===== config.mk =====
export PLATFORM = sky130hd
export DESIGN_NAME = fmul_72bit_result_pack_flat
export DESIGN_NICKNAME = d
export VERILOG_FILES = /design/src/rtl/fmul_72bit_result_pack_if.sv /design/src/rtl/fmul_72bit_result_pack.sv /design/src/flat_wrapper.sv
export SDC_FILE = /design/constraint.sdc
export NUM_CORES = 1
export LEC_CHECK = 0
export CORE_ASPECT_RATIO = 1.5
export CORE_MARGIN = 4
export CORE_UTILIZATION = 50
export DETAILED_ROUTE_END_ITERATION = 10
export PLACE_DENSITY = 0.83
export SLEW_MARGIN = 10
export SYNTH_ARGS = -nofsm -noshare
export SYNTH_HDL_FRONTEND = slang
export SYNTH_SLANG_ARGS = --single-unit

===== constraint.sdc =====
create_clock -name iCLOCK -period 3.8 [get_ports iCLOCK]
set_input_delay 0.76 -clock iCLOCK [delete_from_list [all_inputs] [get_ports iCLOCK]]
set_output_delay 0.76 -clock iCLOCK [all_outputs]
set_load 0.01 [all_outputs]

===== src/rtl/fmul_72bit_result_pack_if.sv =====
// Result-pack bus: upstream result fields and flags in, packed result with
// status out through a 2-entry FIFO, plus sticky-flag control.
// The slave modport is the pack stage; the master modport is its environment.
interface fmul_72bit_result_pack_if;
    // Upstream side
    logic        iDATA_VALID;
    logic        oDATA_BUSY;
    logic        iDATA_SIGN;
    logic [12:0] iDATA_EXP;
    logic [60:0] iDATA_FRACT;
    logic        iDATA_EXCEPT_EXP_A0;
    logic        iDATA_EXCEPT_EXP_B0;
    logic        iDATA_EXCEPT_EXP_A1;
    logic        iDATA_EXCEPT_EXP_B1;
    logic        iDATA_EXCEPT_FRACT_A0;
    logic        iDATA_EXCEPT_FRACT_B0;
    // Consumer side
    logic        oDATA_VALID;
    logic        iDATA_BUSY;
    logic [71:0] oDATA_RESULT;
    logic        oDATA_OVERFLOW;
    logic        oDATA_UNDERFLOW;
    logic        oDATA_INVALID;
    // Sticky exception flags
    logic        iFLAG_CLEAR;
    logic [2:0]  oFLAG_STICKY;

    modport slave (
        input  iDATA_VALID,
        output oDATA_BUSY,
        input  iDATA_SIGN,
        input  iDATA_EXP,
        input  iDATA_FRACT,
        input  iDATA_EXCEPT_EXP_A0,
        input  iDATA_EXCEPT_EXP_B0,
        input  iDATA_EXCEPT_EXP_A1,
        input  iDATA_EXCEPT_EXP_B1,
        input  iDATA_EXCEPT_FRACT_A0,
        input  iDATA_EXCEPT_FRACT_B0,
        output oDATA_VALID,
        input  iDATA_BUSY,
        output oDATA_RESULT,
        output oDATA_OVERFLOW,
        output oDATA_UNDERFLOW,
        output oDATA_INVALID,
        input  iFLAG_CLEAR,
        output oFLAG_STICKY
    );

    modport master (
        output iDATA_VALID,
        input  oDATA_BUSY,
        output iDATA_SIGN,
        output iDATA_EXP,
        output iDATA_FRACT,
        output iDATA_EXCEPT_EXP_A0,
        output iDATA_EXCEPT_EXP_B0,
        output iDATA_EXCEPT_EXP_A1,
        output iDATA_EXCEPT_EXP_B1,
        output iDATA_EXCEPT_FRACT_A0,
        output iDATA_EXCEPT_FRACT_B0,
        input  oDATA_VALID,
        output iDATA_BUSY,
        input  oDATA_RESULT,
        input  oDATA_OVERFLOW,
        input  oDATA_UNDERFLOW,
        input  oDATA_INVALID,
        output iFLAG_CLEAR,
        input  oFLAG_STICKY
    );
endinterface


===== src/rtl/fmul_72bit_result_pack.sv =====
// Final stage of the 72-bit FP multiplier: resolves special cases, packs
// {sign, exp[10:0], fract[59:0]} and buffers results in a 2-entry FIFO.
// Optional sticky exception flags are built when FMUL72_PACK_STICKY_FLAGS_EN
// is defined; otherwise oFLAG_STICKY is tied low and iFLAG_CLEAR is ignored.
module fmul_72bit_result_pack (
    input logic                      iCLOCK,
    input logic                      inRESET,
    input logic                      iRESET_SYNC,
    fmul_72bit_result_pack_if.slave  bus
);

    localparam logic [71:0] CanonNan = 72'h7FF800000000000000;

    // Entry layout: {invalid, overflow, underflow, result[71:0]}
    localparam int unsigned EntryW = 75;

    // ------------------------------------------------------------------
    // Operand classification (denormals count as zero)
    // ------------------------------------------------------------------
    logic zero_a, zero_b, inf_a, inf_b, nan_a, nan_b;
    logic is_invalid, is_inf, is_zero;
    logic exp_ovf, exp_unf;
    logic signed [12:0] exp_s;

    assign zero_a = bus.iDATA_EXCEPT_EXP_A0;
    assign zero_b = bus.iDATA_EXCEPT_EXP_B0;
    assign inf_a  = bus.iDATA_EXCEPT_EXP_A1 & bus.iDATA_EXCEPT_FRACT_A0;
    assign inf_b  = bus.iDATA_EXCEPT_EXP_B1 & bus.iDATA_EXCEPT_FRACT_B0;
    assign nan_a  = bus.iDATA_EXCEPT_EXP_A1 & ~bus.iDATA_EXCEPT_FRACT_A0;
    assign nan_b  = bus.iDATA_EXCEPT_EXP_B1 & ~bus.iDATA_EXCEPT_FRACT_B0;

    assign is_invalid = nan_a | nan_b | (inf_a & zero_b) | (zero_a & inf_b);
    assign is_inf     = inf_a | inf_b;
    assign is_zero    = zero_a | zero_b;

    assign exp_s   = $signed(bus.iDATA_EXP);
    assign exp_ovf = (exp_s >= 13'sd2047);
    assign exp_unf = (exp_s <= 13'sd0);

    // Hidden bit is implied by the packed format and never stored
    logic unused_hidden_bit;
    assign unused_hidden_bit = bus.iDATA_FRACT[60];

    // ------------------------------------------------------------------
    // Special-case resolution and packing
    // ------------------------------------------------------------------
    logic [71:0] pack_result;
    logic        pack_invalid;
    logic        pack_overflow;
    logic        pack_underflow;

    // Priority-ordered special-case select for the packed word
    always_comb begin
        pack_result    = {bus.iDATA_SIGN, bus.iDATA_EXP[10:0], bus.iDATA_FRACT[59:0]};
        pack_invalid   = 1'b0;
        pack_overflow  = 1'b0;
        pack_underflow = 1'b0;
        if (is_invalid) begin
            pack_result  = CanonNan;
            pack_invalid = 1'b1;
        end else if (is_inf) begin
            pack_result = {bus.iDATA_SIGN, 11'h7FF, 60'h0};
        end else if (is_zero) begin
            pack_result = {bus.iDATA_SIGN, 71'h0};
        end else if (exp_ovf) begin
            pack_result   = {bus.iDATA_SIGN, 11'h7FF, 60'h0};
            pack_overflow = 1'b1;
        end else if (exp_unf) begin
            pack_result    = {bus.iDATA_SIGN, 71'h0};
            pack_underflow = 1'b1;
        end
    end

    // ------------------------------------------------------------------
    // 2-entry output FIFO
    // ------------------------------------------------------------------
    logic [EntryW-1:0] entry0_q, entry0_d;
    logic [EntryW-1:0] entry1_q, entry1_d;
    logic              wr_ptr_q, wr_ptr_d;
    logic              rd_ptr_q, rd_ptr_d;
    logic [1:0]        count_q, count_d;
    logic [EntryW-1:0] wr_entry;
    logic [EntryW-1:0] head_entry;
    logic              fifo_full;
    logic              fifo_nempty;
    logic              push;
    logic              pop;

    assign wr_entry    = {pack_invalid, pack_overflow, pack_underflow, pack_result};
    assign fifo_full   = (count_q == 2'd2);
    assign fifo_nempty = (count_q != 2'd0);
    // Busy depends on the count register only, so consumer stall never
    // propagates combinationally upstream.
    assign push        = bus.iDATA_VALID & ~fifo_full;
    assign pop         = fifo_nempty & ~bus.iDATA_BUSY;

    // FIFO next-state: sync clear first, then write/read pointer and count
    always_comb begin
        entry0_d = entry0_q;
        entry1_d = entry1_q;
        wr_ptr_d = wr_ptr_q;
        rd_ptr_d = rd_ptr_q;
        count_d  = count_q;
        if (iRESET_SYNC) begin
            entry0_d = '0;
            entry1_d = '0;
            wr_ptr_d = 1'b0;
            rd_ptr_d = 1'b0;
            count_d  = 2'd0;
        end else begin
            if (push) begin
                if (wr_ptr_q) begin
                    entry1_d = wr_entry;
                end else begin
                    entry0_d = wr_entry;
                end
                wr_ptr_d = ~wr_ptr_q;
            end
            if (pop) begin
                rd_ptr_d = ~rd_ptr_q;
            end
            unique case ({push, pop})
                2'b10:   count_d = count_q + 2'd1;
                2'b01:   count_d = count_q - 2'd1;
                default: count_d = count_q;
            endcase
        end
    end

    // FIFO state registers
    always_ff @(posedge iCLOCK or negedge inRESET) begin
        if (!inRESET) begin
            entry0_q <= '0;
            entry1_q <= '0;
            wr_ptr_q <= 1'b0;
            rd_ptr_q <= 1'b0;
            count_q  <= 2'd0;
        end else begin
            entry0_q <= entry0_d;
            entry1_q <= entry1_d;
            wr_ptr_q <= wr_ptr_d;
            rd_ptr_q <= rd_ptr_d;
            count_q  <= count_d;
        end
    end

    assign head_entry          = rd_ptr_q ? entry1_q : entry0_q;
    assign bus.oDATA_VALID     = fifo_nempty;
    assign bus.oDATA_BUSY      = fifo_full;
    assign bus.oDATA_RESULT    = head_entry[71:0];
    assign bus.oDATA_UNDERFLOW = head_entry[72];
    assign bus.oDATA_OVERFLOW  = head_entry[73];
    assign bus.oDATA_INVALID   = head_entry[74];

    // ------------------------------------------------------------------
    // Sticky exception flags {invalid, overflow, underflow}
    // ------------------------------------------------------------------
`ifdef FMUL72_PACK_STICKY_FLAGS_EN
    logic [2:0] sticky_q, sticky_d;

    // Clear first so a push in the same cycle still sets its bit
    always_comb begin
        sticky_d = sticky_q;
        if (iRESET_SYNC) begin
            sticky_d = 3'b000;
        end else begin
            if (bus.iFLAG_CLEAR) begin
                sticky_d = 3'b000;
            end
            if (push) begin
                sticky_d = sticky_d | {pack_invalid, pack_overflow, pack_underflow};
            end
        end
    end

    // Sticky flag register
    always_ff @(posedge iCLOCK or negedge inRESET) begin
        if (!inRESET) begin
            sticky_q <= 3'b000;
        end else begin
            sticky_q <= sticky_d;
        end
    end

    assign bus.oFLAG_STICKY = sticky_q;
`else
    logic unused_flag_clear;
    assign unused_flag_clear = bus.iFLAG_CLEAR;
    assign bus.oFLAG_STICKY  = 3'b000;
`endif

endmodule


===== src/flat_wrapper.sv =====
// flat-port wrapper written by rule: the top's interface ports become plain ports
module fmul_72bit_result_pack_flat 
  (iCLOCK, inRESET, iRESET_SYNC, bus_iDATA_VALID, bus_oDATA_BUSY, bus_iDATA_SIGN, bus_iDATA_EXP, bus_iDATA_FRACT, bus_iDATA_EXCEPT_EXP_A0, bus_iDATA_EXCEPT_EXP_B0, bus_iDATA_EXCEPT_EXP_A1, bus_iDATA_EXCEPT_EXP_B1, bus_iDATA_EXCEPT_FRACT_A0, bus_iDATA_EXCEPT_FRACT_B0, bus_oDATA_VALID, bus_iDATA_BUSY, bus_oDATA_RESULT, bus_oDATA_OVERFLOW, bus_oDATA_UNDERFLOW, bus_oDATA_INVALID, bus_iFLAG_CLEAR, bus_oFLAG_STICKY);
  fmul_72bit_result_pack_if bus_i ();
  input logic iCLOCK;
  input logic inRESET;
  input logic iRESET_SYNC;
  input wire logic [$bits(bus_i.iDATA_VALID)-1:0] bus_iDATA_VALID;
  output wire logic [$bits(bus_i.oDATA_BUSY)-1:0] bus_oDATA_BUSY;
  input wire logic [$bits(bus_i.iDATA_SIGN)-1:0] bus_iDATA_SIGN;
  input wire logic [$bits(bus_i.iDATA_EXP)-1:0] bus_iDATA_EXP;
  input wire logic [$bits(bus_i.iDATA_FRACT)-1:0] bus_iDATA_FRACT;
  input wire logic [$bits(bus_i.iDATA_EXCEPT_EXP_A0)-1:0] bus_iDATA_EXCEPT_EXP_A0;
  input wire logic [$bits(bus_i.iDATA_EXCEPT_EXP_B0)-1:0] bus_iDATA_EXCEPT_EXP_B0;
  input wire logic [$bits(bus_i.iDATA_EXCEPT_EXP_A1)-1:0] bus_iDATA_EXCEPT_EXP_A1;
  input wire logic [$bits(bus_i.iDATA_EXCEPT_EXP_B1)-1:0] bus_iDATA_EXCEPT_EXP_B1;
  input wire logic [$bits(bus_i.iDATA_EXCEPT_FRACT_A0)-1:0] bus_iDATA_EXCEPT_FRACT_A0;
  input wire logic [$bits(bus_i.iDATA_EXCEPT_FRACT_B0)-1:0] bus_iDATA_EXCEPT_FRACT_B0;
  output wire logic [$bits(bus_i.oDATA_VALID)-1:0] bus_oDATA_VALID;
  input wire logic [$bits(bus_i.iDATA_BUSY)-1:0] bus_iDATA_BUSY;
  output wire logic [$bits(bus_i.oDATA_RESULT)-1:0] bus_oDATA_RESULT;
  output wire logic [$bits(bus_i.oDATA_OVERFLOW)-1:0] bus_oDATA_OVERFLOW;
  output wire logic [$bits(bus_i.oDATA_UNDERFLOW)-1:0] bus_oDATA_UNDERFLOW;
  output wire logic [$bits(bus_i.oDATA_INVALID)-1:0] bus_oDATA_INVALID;
  input wire logic [$bits(bus_i.iFLAG_CLEAR)-1:0] bus_iFLAG_CLEAR;
  output wire logic [$bits(bus_i.oFLAG_STICKY)-1:0] bus_oFLAG_STICKY;
  assign bus_i.iDATA_VALID = bus_iDATA_VALID;
  assign bus_oDATA_BUSY = bus_i.oDATA_BUSY;
  assign bus_i.iDATA_SIGN = bus_iDATA_SIGN;
  assign bus_i.iDATA_EXP = bus_iDATA_EXP;
  assign bus_i.iDATA_FRACT = bus_iDATA_FRACT;
  assign bus_i.iDATA_EXCEPT_EXP_A0 = bus_iDATA_EXCEPT_EXP_A0;
  assign bus_i.iDATA_EXCEPT_EXP_B0 = bus_iDATA_EXCEPT_EXP_B0;
  assign bus_i.iDATA_EXCEPT_EXP_A1 = bus_iDATA_EXCEPT_EXP_A1;
  assign bus_i.iDATA_EXCEPT_EXP_B1 = bus_iDATA_EXCEPT_EXP_B1;
  assign bus_i.iDATA_EXCEPT_FRACT_A0 = bus_iDATA_EXCEPT_FRACT_A0;
  assign bus_i.iDATA_EXCEPT_FRACT_B0 = bus_iDATA_EXCEPT_FRACT_B0;
  assign bus_oDATA_VALID = bus_i.oDATA_VALID;
  assign bus_i.iDATA_BUSY = bus_iDATA_BUSY;
  assign bus_oDATA_RESULT = bus_i.oDATA_RESULT;
  assign bus_oDATA_OVERFLOW = bus_i.oDATA_OVERFLOW;
  assign bus_oDATA_UNDERFLOW = bus_i.oDATA_UNDERFLOW;
  assign bus_oDATA_INVALID = bus_i.oDATA_INVALID;
  assign bus_i.iFLAG_CLEAR = bus_iFLAG_CLEAR;
  assign bus_oFLAG_STICKY = bus_i.oFLAG_STICKY;
  fmul_72bit_result_pack u_core (.iCLOCK(iCLOCK), .inRESET(inRESET), .iRESET_SYNC(iRESET_SYNC), .bus(bus_i));
endmodule

==> summary.txt <==
status - completed
Layout Nets - 746
num ports - 167
Port Buffers - 161
die width - 104 um
Least-Margin Pin Slew - 0.792 ns
global-route wire length before repair - 29.7 mm
clock tree buffer depth - 2
Final period util - 75.7%
Non-Filler Instances - 834
core area - 0.0135 mm2
number of maximum-capacitance violations - 0
post-detail-place hpwl - 12.0 mm
worst endpoint required time - 3.04 ns
post-CTS setup buffers - 0
vias per cell - 6.37
P&R area growth vs syn - 34.1%
P per Cell Area - 425 mW/mm2
register area share after synthesis - 55.7%
routed len/inst - 21.6 um
Overflow after GRT - 0
Die H - 152 um
Overall Power - 3940 uW
Max Fclk - 0.347 GHz
FF-to-FF path depth - 5
Die ar. - 0.0158 mm2
critical path type - flip-flop to primary output
Iteration-0 DRC Markers - 261
all-layer global routing usage - 23.1%
Placer Congestion - 0.885
endpoints failing setup - 0
clk sinks - 154
final hold vios - 0
Routed Antenna Nets - 0
crit path DAT - 2.12 ns
CP max FO - 39
Post-Synthesis Cells - 516
type of origin of the critical path - flip-flop
Worst-Skew Late Latency - 0.41 ns
Most used DFF post-synth - dfrtp_1
Root Driver - clkbuf_16
# H-tree levels - 4
YS warnings - 0
Post-CTS Resized - 0
proportion of netlist area held by the largest area contributor - 55.7%
fraction of layout instances using a drive strength above 1 - 23.5%
Clock transition at path regs - 0.06 ns
Unique masters post-synth - 40
drc violations - 0
Post-Syn Area - 0.00691 mm2
RSZ-0062 raised after global routing - no
# rows - 52
DP Cell Count - 802
WL final - 18.0 mm
asr flop ratio synth - 100%
dominant cells by area after synthesis - dfrtp_1, a32o_1, mux2_2
Final Max Slew Viols - 0
VDD IR max - 385 uV
initial antenna violation count - 1
Slew HR - 47.2%
via count of the routed design - 5310
Worst Setup End Kind - primary output
CTS buffer count - 17
final hold slack - 0.425 ns
pin count of the biggest net entering global routing - 88
Place WS - 0.811 ns
Fill cells - 968
DRT Pass-1 Iters - 5
setup_tns - 0 ns
CTS tree - built
Post-synth EDFFs - 0
biggest area consumer among synthesized cells - dfrtp_1
number of synthesized register bits - 154
final setup margin - 0.922 ns
Hold Crit Class - primary input to async pin
CTS Hold Bufs - 0
Leakage - 0.00396 uW
Initial Util - 51.1%
Syn Area/Cell - 13.4 um2
fin crit period - 2.88 ns
vias in the first global route - 5716
Setup Skew - 0.00497 ns
-- registers in the layout (all words and copies together), names as in the netlist --
register         count
u_core.rd_ptr_q      1
u_core.wr_ptr_q      1
u_core.count_q       2
u_core.entry1_q     75
u_core.entry0_q     75
-- cell usage after synthesis, types with 2 or more instances --
| cell type | n |
|---|---|
| nor4_1 | 2 |
| nand2_1 | 8 |
| a21oi_1 | 5 |
| o21a_1 | 3 |
| buf_4 | 4 |
| nand4_1 | 3 |
| clkbuf_1 | 31 |
| nor2_1 | 21 |
| nand2b_1 | 4 |
| mux2_2 | 98 |
| nor4_4 | 2 |
| or2_2 | 2 |
| buf_1 | 9 |
| o31ai_1 | 2 |
| a32o_1 | 118 |
| buf_2 | 11 |
| o32a_1 | 2 |
| nor3_1 | 3 |
| o21ai_0 | 12 |
| nand3_1 | 3 |
| dfrtp_1 | 154 |
-- metal layers --
layer  share of wire (%)  global-route usage, %  routed length [um]  vias to the layer above
li1                    -                      -                   -                     2327
met1                  37                   26.2                6580                     2724
met2                  55                   41.1                9870                      216
met3                 5.3                   5.39                 948                       43
met4                 3.3                   10.4                 590                        0
met5                   0                      0                   0                        -
-- cell families (layout without fill, tap and decap cells) --
family                    count (synthesis)  count (layout)  synth area share, %
DFF                                     154             154                 55.7
AOI/OAI and AO/OA                       149             149                 19.9
muxes                                    99              99                 16.1
buffers and inverters                    57             210                 3.62
and+or+nand+nor                          55              55                 4.42
other                                     1               4               0.0542
xor gates and xnor gates                  1               1                0.127
-- cells in the final DEF, fill, tap and decap left out, types with 2 or more instances in the layout --
cell / count
conb_1: 3
nor4_1: 2
clkbuf_16: 17
or2_2: 2
o32a_1: 2
a21oi_1: 5
inv_6: 2
nor4_4: 2
nand4_1: 3
buf_4: 17
o31ai_1: 2
clkdlybuf4s50_1: 160
nor3_1: 3
dfrtp_1: 153
nand2_1: 8
mux2_2: 98
clkinvlp_4: 3
bufinv_16: 4
clkinv_4: 3
o21ai_0: 12
o21a_1: 3
nand2b_1: 4
a32o_1: 118
nand3_1: 3
nor2_1: 20
-- cell type report --
| class | count | area, um2 | share of cell area (%) |
|---|---|---|---|
| diodes | 1 | 2.50 | 0.0270 |
| clock inverters | 13 | 191 | 2.06 |
| repair buffers | 178 | 1740 | 18.8 |
| well taps | 162 | 203 | 2.19 |
| multi-input cells | 307 | 2840 | 30.6 |
| clock buffers | 18 | 439 | 4.73 |
| flip-flops and latches | 154 | 3850 | 41.6 |
| inverters | 1 | 3.75 | 0.0405 |
-- worst max-delay path, cell delays in order (launching register included) --
cell	delay [ns]
dfrtp_2	0.35
buf_4	0.45
mux2_2	0.42
clkdlybuf4s50_1	0.48
-- stage by stage --
step | utilization (%) | cell area (um2)
2_1_floorplan | - | 6920
3_3_place_gp | 63.9 | 8640
3_5_place_dp | 63.9 | 8640
4_1_cts | 68.5 | 9270
5_1_grt | 68.5 | 9280
6_report | 68.5 | 9280
-- report_power, final --
part           total (uW)  switching (uW)  internal, uW
registers            1710            22.4          1680
clock network        1780             661          1120
logic                 457             235           222
-- path summary, 6_finish.rpt --
path / from / to / slack [ns]
max in group asynchronous: inRESET / u_core.entry0_q[9] / 2.50
min reg2reg: u_core.entry1_q[72] / u_core.entry1_q[72] / 0.48
max: u_core.rd_ptr_q / bus_oDATA_RESULT[8] / 0.92
min in group iCLOCK: u_core.entry1_q[72] / u_core.entry1_q[72] / 0.48
max reg2reg: u_core.count_q[0] / u_core.entry1_q[36] / 1.77
min: inRESET / u_core.entry0_q[48] / 0.43
Power figures use the tool's default switching activity.
